$ cat config.mk
export PLATFORM = sky130hd
export DESIGN_NAME = imem_loader
export DESIGN_NICKNAME = d
export VERILOG_FILES = /design/src/rtl/imem_loader_pkg.sv /design/src/rtl/imem_loader_port_mux.sv /design/src/rtl/imem_loader.sv
export SDC_FILE = /design/constraint.sdc
export NUM_CORES = 1
export LEC_CHECK = 0
export ABC_AREA = 1
export BUFFER_PORTS_ARGS = -buffer_cell sky130_fd_sc_hd__buf_4
export CAP_MARGIN = 20
export CORE_MARGIN = 4
export CORE_UTILIZATION = 49
export CTS_BUF_LIST = sky130_fd_sc_hd__clkbuf_4 sky130_fd_sc_hd__clkbuf_8 sky130_fd_sc_hd__clkbuf_16
export DETAILED_ROUTE_END_ITERATION = 8
export HOLD_SLACK_MARGIN = 0.08
export PLACE_DENSITY_LB_ADDON = 0.25
export RECOVER_POWER = 100
export SLEW_MARGIN = 20
export SYNTH_ARGS = -nofsm -noshare
export SYNTH_HDL_FRONTEND = slang
export SYNTH_SLANG_ARGS = --single-unit
$ cat constraint.sdc
create_clock -name clk -period 2.9 [get_ports clk]
set_input_delay 0.58 -clock clk [delete_from_list [all_inputs] [get_ports clk]]
set_output_delay 0.58 -clock clk [all_outputs]
set_load 0.05 [all_outputs]
$ cat src/rtl/imem_loader_pkg.sv
// Shared types and constants for the instruction-memory loader.
// The state set includes ST_CHK, which is only reachable when IMEM_LOADER_CHECKSUM_EN is defined.
package imem_loader_pkg;

  typedef enum logic [2:0] {
    ST_IDLE  = 3'd0,
    ST_LEN   = 3'd1,
    ST_HI    = 3'd2,
    ST_LO    = 3'd3,
    ST_WRITE = 3'd4,
    ST_CHK   = 3'd5,
    ST_DONE  = 3'd6,
    ST_ERR   = 3'd7
  } state_e;

  localparam int BYTES_PER_WORD = 2;
  localparam int PC_W           = 16;

  // A CPU byte address fetches real memory only below depth*BYTES_PER_WORD.
  function automatic logic pc_in_range(input logic [PC_W-1:0] pc, input int addr_w);
    logic [PC_W:0] limit;
    limit = (PC_W+1)'(BYTES_PER_WORD) << addr_w;
    return {1'b0, pc} < limit;
  endfunction

endpackage

$ cat src/rtl/imem_loader_port_mux.sv
// Memory-port arbitration: CPU fetch path when the loader is idle, loader
// write address otherwise. Out-of-range fetches and stalled fetches return 0.
module imem_port_mux
  import imem_loader_pkg::*;
#(
  parameter int ADDR_W = 4,
  parameter int DATA_W = 16
) (
  input  logic              loader_own,
  input  logic [ADDR_W-1:0] load_addr,
  input  logic [PC_W-1:0]   cpu_pc,
  input  logic [DATA_W-1:0] mem_rdata,
  output logic [ADDR_W-1:0] mem_addr,
  output logic [DATA_W-1:0] cpu_instr
);

  always_comb begin
    mem_addr  = cpu_pc[ADDR_W:1];
    cpu_instr = '0;
    if (loader_own) begin
      mem_addr = load_addr;
    end else if (pc_in_range(cpu_pc, ADDR_W)) begin
      cpu_instr = mem_rdata;
    end
  end

endmodule

$ cat src/rtl/imem_loader.sv
// Instruction-memory loader: stalls the CPU, receives a byte-stream program and
// writes it from word 0. Define IMEM_LOADER_CHECKSUM_EN for a trailing XOR check byte.
//
// state    | meaning
// IDLE     | CPU owns the memory port
// LEN      | waiting for word count N
// HI       | waiting for instruction bits [15:8]
// LO       | waiting for instruction bits [7:0]
// WRITE    | one-cycle write of the assembled word
// CHK      | waiting for checksum byte (checksum build only)
// DONE     | one-cycle completion pulse, CPU already released
// ERR      | sticky error, CPU held until a new start
module imem_loader
  import imem_loader_pkg::*;
#(
  parameter int ADDR_W = 4,
  parameter int DATA_W = 16
) (
  input  logic              clk,
  input  logic              rst_n,
  input  logic              start,
  input  logic [7:0]        byte_in,
  input  logic              byte_valid,
  output logic              byte_ready,
  input  logic [PC_W-1:0]   cpu_pc,
  output logic [DATA_W-1:0] cpu_instr,
  output logic              cpu_stall,
  output logic [ADDR_W-1:0] mem_addr,
  output logic [DATA_W-1:0] mem_wdata,
  output logic              mem_we,
  input  logic [DATA_W-1:0] mem_rdata,
  output logic              done,
  output logic              err
);

  localparam int DEPTH = 1 << ADDR_W;
  localparam int CNT_W = ADDR_W + 1;

  state_e            state_q, state_d;
  logic [CNT_W-1:0]  cnt_q, cnt_d;
  logic [CNT_W-1:0]  len_q, len_d;
  logic [DATA_W-1:0] word_q, word_d;
  logic [CNT_W-1:0]  cnt_inc;
  logic              accept;
`ifdef IMEM_LOADER_CHECKSUM_EN
  logic [7:0]        csum_q, csum_d;
`endif

  // Handshake and status outputs decode from state_q only.
  assign byte_ready = (state_q == ST_LEN) || (state_q == ST_HI) ||
                      (state_q == ST_LO)  || (state_q == ST_CHK);
  assign mem_we     = (state_q == ST_WRITE);
  assign done       = (state_q == ST_DONE);
  assign err        = (state_q == ST_ERR);
  assign cpu_stall  = (state_q != ST_IDLE) && (state_q != ST_DONE);
  assign mem_wdata  = word_q;
  assign accept     = byte_valid && byte_ready;
  assign cnt_inc    = cnt_q + CNT_W'(1);

  always_comb begin
    state_d = state_q;
    cnt_d   = cnt_q;
    len_d   = len_q;
    word_d  = word_q;
`ifdef IMEM_LOADER_CHECKSUM_EN
    csum_d  = csum_q;
`endif
    case (state_q)
      ST_IDLE: begin
        if (start) state_d = ST_LEN;
      end
      ST_LEN: begin
        if (accept) begin
          if ((byte_in == 8'd0) || (32'(byte_in) > 32'(DEPTH))) begin
            state_d = ST_ERR;
          end else begin
            len_d   = CNT_W'(byte_in);
            cnt_d   = '0;
`ifdef IMEM_LOADER_CHECKSUM_EN
            csum_d  = '0;
`endif
            state_d = ST_HI;
          end
        end
      end
      ST_HI: begin
        if (accept) begin
          word_d  = {byte_in, word_q[7:0]};
`ifdef IMEM_LOADER_CHECKSUM_EN
          csum_d  = csum_q ^ byte_in;
`endif
          state_d = ST_LO;
        end
      end
      ST_LO: begin
        if (accept) begin
          word_d  = {word_q[15:8], byte_in};
`ifdef IMEM_LOADER_CHECKSUM_EN
          csum_d  = csum_q ^ byte_in;
`endif
          state_d = ST_WRITE;
        end
      end
      ST_WRITE: begin
        cnt_d = cnt_inc;
        if (cnt_inc == len_q) begin
`ifdef IMEM_LOADER_CHECKSUM_EN
          state_d = ST_CHK;
`else
          state_d = ST_DONE;
`endif
        end else begin
          state_d = ST_HI;
        end
      end
      ST_CHK: begin
`ifdef IMEM_LOADER_CHECKSUM_EN
        if (accept) state_d = (byte_in == csum_q) ? ST_DONE : ST_ERR;
`else
        state_d = ST_IDLE;
`endif
      end
      ST_DONE: begin
        state_d = ST_IDLE;
      end
      ST_ERR: begin
        if (start) state_d = ST_LEN;
      end
      default: state_d = ST_IDLE;
    endcase
  end

  always_ff @(posedge clk) begin
    if (!rst_n) begin
      state_q <= ST_IDLE;
      cnt_q   <= '0;
      len_q   <= '0;
      word_q  <= '0;
`ifdef IMEM_LOADER_CHECKSUM_EN
      csum_q  <= '0;
`endif
    end else begin
      state_q <= state_d;
      cnt_q   <= cnt_d;
      len_q   <= len_d;
      word_q  <= word_d;
`ifdef IMEM_LOADER_CHECKSUM_EN
      csum_q  <= csum_d;
`endif
    end
  end

  imem_port_mux #(
    .ADDR_W (ADDR_W),
    .DATA_W (DATA_W)
  ) u_port_mux (
    .loader_own (cpu_stall),
    .load_addr  (cnt_q[ADDR_W-1:0]),
    .cpu_pc     (cpu_pc),
    .mem_rdata  (mem_rdata),
    .mem_addr   (mem_addr),
    .cpu_instr  (cpu_instr)
  );

endmodule

==> Word-level counts from Yosys, hierarchy flattened <==
Index checks and enable logic that the tools add are counted.
W data, S select, Z words.
{ "totals": {"reg_bits": 29, "input_bits": 44, "output_inout_bits": 41, "elab_cells": 58} }
{ "op_classes": {"addsub": 1, "order_cmp": 2, "eq_ne": 14, "n_mux": 16, "bitwise": 3, "reduce_logical": 17} }
{ "ops": {"columns": ["operator", "n"], "rows": [
  ["$mux W16", 3],
  ["$pmux W16 S2", 1],
  ["$mux W3", 6],
  ["$pmux W3 S6", 1],
  ["$lt A16 B6 Y1 const B", 1],
  ["$eq A3 B3 Y1 const B", 4],
  ["$reduce_and A3 Y1", 4],
  ["$mux W5", 2],
  ["$pmux W5 S2", 1],
  ["$gt A8 B5 Y1 const B", 1],
  ["$logic_not A8 Y1", 1],
  ["$mux W8", 1],
  ["$ne A2 B2 Y1 const B", 4],
  ["$eq A3 B2 Y1 const B", 2],
  ["$add A5 B1 Y5 const B", 1],
  ["$eq A5 B5 Y1", 1],
  ["$logic_or A1 B1 Y1", 4],
  ["$mux W4", 1],
  ["$reduce_and A4 Y1", 1],
  ["$reduce_or A2 Y1", 2],
  ["$eq A3 B1 Y1 const B", 1],
  ["$logic_not A3 Y1", 1],
  ["$ne A3 B3 Y1 const B", 1],
  ["$not A1 Y1", 3],
  ["other kinds (4)", 5]
]} }

==> Depth between registers and ports, before layout <==
{ "depth": {"word_depth": 7, "depth_mapped": 11, "mapped_depth_nobuf": 11} }

==> By module <==
Synthesis repeated with hierarchy kept, for this count alone.
{ "hier_totals": {"hier_cells": 254, "hier_area_um2": 1695.4} }
{ "by_module_without_submodules": {"columns": ["mod", "instances", "cells_each", "area_per_inst_um2", "seq_area_each_um2"], "rows": [
  ["imem_loader", 1, 195, 1426.4, 580.6],
  ["imem_port_mux", 1, 59, 269.0, 0.0]
]} }

==> Worst setup path after synthesis <==
Ideal clock, no wire load.
{ "synth_path": {"kind": "input -> output", "start": "in cpu_pc[11]", "end": "out cpu_instr[0]", "t_arrival_ns": 2.261, "required_time_ns": 2.320, "slack_ns": 0.059, "stages": 3, "path_buffers": 0, "cell_sequence": "nor4_1 > nand3_1 > nor3b_1"} }
{ "synth_via": {"elab_chain_len": 3} }
{ "synth_rtl": {"columns": ["item", "line_no", "rtl"], "rows": [
  ["start, declared", "imem_loader.sv:25", "input logic [PC_W-1:0] cpu_pc,"],
  ["$lt A16 B6 Y1", "imem_loader_pkg.sv:23", "return {1'b0, pc} < limit;"],
  ["$mux W16", "imem_loader_port_mux.sv:22", "end else if (pc_in_range(cpu_pc, ADDR_W)) begin"],
  ["$mux W16", "imem_loader_port_mux.sv:20", "if (loader_own) begin"],
  ["end, declared", "imem_loader.sv:26", "output logic [DATA_W-1:0] cpu_instr,"]
]} }
Every way passes these cells.

==> Final worst setup path <==
{ "layout_path": {"start": "reg state_q[1]", "end": "out cpu_instr[11]"} }
{ "layout_via": {"elab_chain_len": 3, "elab_cells_between_ends": 4, "cone_classes": "eq/ne: 1; mux: 1; reduce/logical: 2"} }
{ "layout_rtl": {"columns": ["item", "line_no", "rtl"], "rows": [
  ["start, declared", "imem_loader.sv:39", "state_e state_q, state_d;"],
  ["start signal, assigned", "imem_loader.sv:143", "state_q <= state_d;"],
  ["$ne A3 B3 Y1 or $reduce_bool A3 Y1 (tied branches)", "imem_loader.sv:55", "assign cpu_stall = (state_q != ST_IDLE) && (state_q != ST_DONE);"],
  ["$logic_and A1 B1 Y1 *", "imem_loader.sv:55", null],
  ["$mux W16 *", "imem_loader_port_mux.sv:20", null]
]} }
Mark *: on every way between the ends. The rest lies on a longest branch, timed or not.

==> impl_metrics.csv <==
group,metric,value,unit
die,die_h,66.37,um
global_routing,grt.met1_usage,23.14,%
power,p_leak,0.9521,nW
setup_path,critical_path_class,"reg -> out",
die,row_count,20,
setup_path,start_kind,"register",
sta,fin_crit_sh,88.05,%
power,p_per_area,766.3,nW/um^2
synthesis,ys_warn_count,0,
sta,slew_viol_final,0,
clock_tree,clock_path_buffers,2,
detailed_routing,initialDrtViolationCount,76,
global_routing,grt_start_max_net_pins,19,
global_routing,grt_use_total,21.85,%
synthesis,synth_cell_types,27,
clock_tree,cts_resized,0,
clock_tree,clk_pin_slew_worst_paths,0.09,ns
sta,holdWs,0.4486,ns
clock_tree,hold_buffers,0,
place,dpl_cell_area,2305,sq um
status,status,"finished, final reports clean",
synthesis,muxShareOfSynthArea,0.6747,%
die,io_pins,85,
synthesis,synth_fa_ha_area_share,0.7496,%
global_routing,antenna_found_initial,0,
layout,fin_util,70.24,%
clock_tree,cts_buffers,5,
setup_path,cp.arrival,1.97,ns
place,io_buffers,83,
die,initial_core_util,52.94,%
clock_tree,clkSinkCount,29,
clock_tree,clk_root_buffer_cell,"clkbuf_4",
synthesis,syn_nets,280,
setup_path,crit_path_end_kind,"output pin",
detailed_routing,totalWireLength,4556,um
clock_tree,tritoncts,"built",
power,power.total,1.697,mW
detailed_routing,antenna_left,0,
synthesis,synth_xor_area_share,0.5247,%
detailed_routing,viasPerCell,5.202,
setup_path,worst-path-max-fanout,9,
die,dieArea,4404,sq um
sta,slew_headroom,35.47,%
layout,fin_area,2215,sq um
setup_path,crit_required,2.32,ns
layout,drive_gt1_share,27.36,%
layout,antenna_cells,0,
job,max_cap_violations,0,
sta,tightestPinTransition,0.9605,ns
layout,final_nets,363,
detailed_routing,route.detailed.drc,0,
synthesis,synth_seq_cells,29,
place,dp_hpwl,3582,um
synthesis,synth_top_family_by_area,"simple AND/OR/NAND/NOR gates",
layout,fin_cells,362,
power,ir_worst_vdd,429.7,uV
clock_tree,worstSkewPairLatency,0.32,ns
detailed_routing,routedWlPerCell,12.59,um
synthesis,yosys.area_share.simple,38.91,%
die,dieWidth,66.37,um
global_routing,grt_pass1_vias,1722,
sta,fmax,0.3916,GHz
global_routing,overflow,0,
sta,fin_tns_setup,0,ns
place,gp_congestion,0.7911,
place,dp.cells,355,
layout,synthToLayoutAreaGrowth,32.68,%
die,core_area,3153,sq um
sta,setup_viol,0,
sta,finalHoldViolCount,0,
detailed_routing,num_vias,1883,
clock_tree,post-cts-setup-buffer-count,0,
synthesis,synth_compound_area_share,13.94,%
global_routing,grt_util_met3,9.014,%
synthesis,synth.cell_area,1669,sq um
synthesis,syn_avg_cell_area,7.103,sq um
global_routing,grt_util_met2,38.17,%
sta,min_period,2.554,ns
synthesis,syn_inst,235,
detailed_routing,first_pass_iters,4,
synthesis,ys_seq_area_share,34.78,%
global_routing,busiest_layer,"met2",
global_routing,grt_first_pass_wirelength,7438,um
sta,fin_ws,0.3464,ns
clock_tree,cts-htree-levels,2,
place,post-place-ws,0.5454,ns
worst_hold_path,hp-class,"reg -> reg",
sta,finClkSkew,0.002158,ns
sta,rsz0062_at_grt,"no",
flip-flops by register name (all words and copies together) (netlist names):
name       flops
cnt_q          5
len_q          5
mem_wdata     16
state_q        3
metal layers:
layer  part of all wire [%]  up-vias
li1                       -      944
met1                     39      841
met2                     46       94
met3                     13        4
met4                    1.2        0
met5                      0        -
where the power goes:
part	internal, mW	switching (mW)	leakage (nW)
Clock	0.124	0.133	0.0348
Combinational	0.239	0.691	0.682
Sequential	0.451	0.0593	0.235
Total	0.813	0.884	0.952
kinds of logic after synthesis:
group / after synthesis
AOI/OAI and AO/OA: 45
xor gates and xnor gates: 1
adders and majority gates: 1
buffers and inverters: 39
DFF: 29
muxes: 1
and+or+nand+nor: 119
cells in the mapped netlist:
library cell / number / area, sq um
nor3_4: 1 / 16.27
nand3_1: 26 / 130.1
nor3b_2: 10 / 125.1
nor4_1: 2 / 12.51
nor2_4: 1 / 11.26
a21oi_2: 1 / 8.760
nor2_2: 1 / 6.260
nand2_2: 3 / 18.77
nor3_1: 3 / 15.01
ha_1: 1 / 12.51
o21ai_2: 1 / 8.760
inv_2: 3 / 11.26
inv_1: 26 / 97.59
buf_2: 4 / 20.02
a21oi_1: 25 / 125.1
nand4_1: 4 / 25.02
mux2_2: 1 / 11.26
xor2_1: 1 / 8.760
nand3b_1: 3 / 22.52
nand2_1: 32 / 120.1
o21ai_0: 18 / 90.09
dfxtp_1: 29 / 580.6
buf_4: 2 / 15.01
buf_6: 2 / 22.52
clkbuf_1: 2 / 7.510
nor3b_1: 6 / 45.04
nor2_1: 27 / 101.4
cell usage in the layout, fill, tap and decap left out, types with 10 or more instances in the layout:
cell / netlist / layout
a21oi_1: 25 / 26
buf_4: 2 / 48
clkbuf_1: 2 / 21
clkbuf_2: 0 / 17
dfxtp_1: 29 / 29
inv_1: 26 / 28
nand2_1: 32 / 33
nand3_1: 26 / 26
nor2_1: 27 / 29
nor3b_2: 10 / 10
o21ai_0: 18 / 18
layout make-up:
| type | instances | area, sq um |
|---|---|---|
| flip-flops and latches | 29 | 580.6 |
| clock buffers | 7 | 58.81 |
| well taps | 44 | 55.05 |
| repair buffers | 86 | 524.3 |
| fillers | 299 | 938.4 |
| inverters | 29 | 108.9 |
| multi-input cells | 167 | 887.1 |
critical path: stages, from the launching register on:
cell	delay [ns]
dfxtp_1	0.45
nor2_1	0.12
o21ai_2	0.34
clkbuf_1	0.39
nor3b_2	0.10
clkbuf_2	0.26
final timing paths:
| kind | startpoint | endpoint | slack (ns) | cells after the start |
|---|---|---|---|---|
| setup reg to reg | state_q[1] | mem_wdata[6] | 0.82 | 5 |
| hold reg to reg | mem_wdata[13] | mem_wdata[13] | 0.45 | 2 |
| hold / removal | mem_wdata[13] | mem_wdata[13] | 0.45 | 2 |
| setup / recovery | state_q[1] | cpu_instr[11] | 0.35 | 5 |
Power figures use the tool's default switching activity.
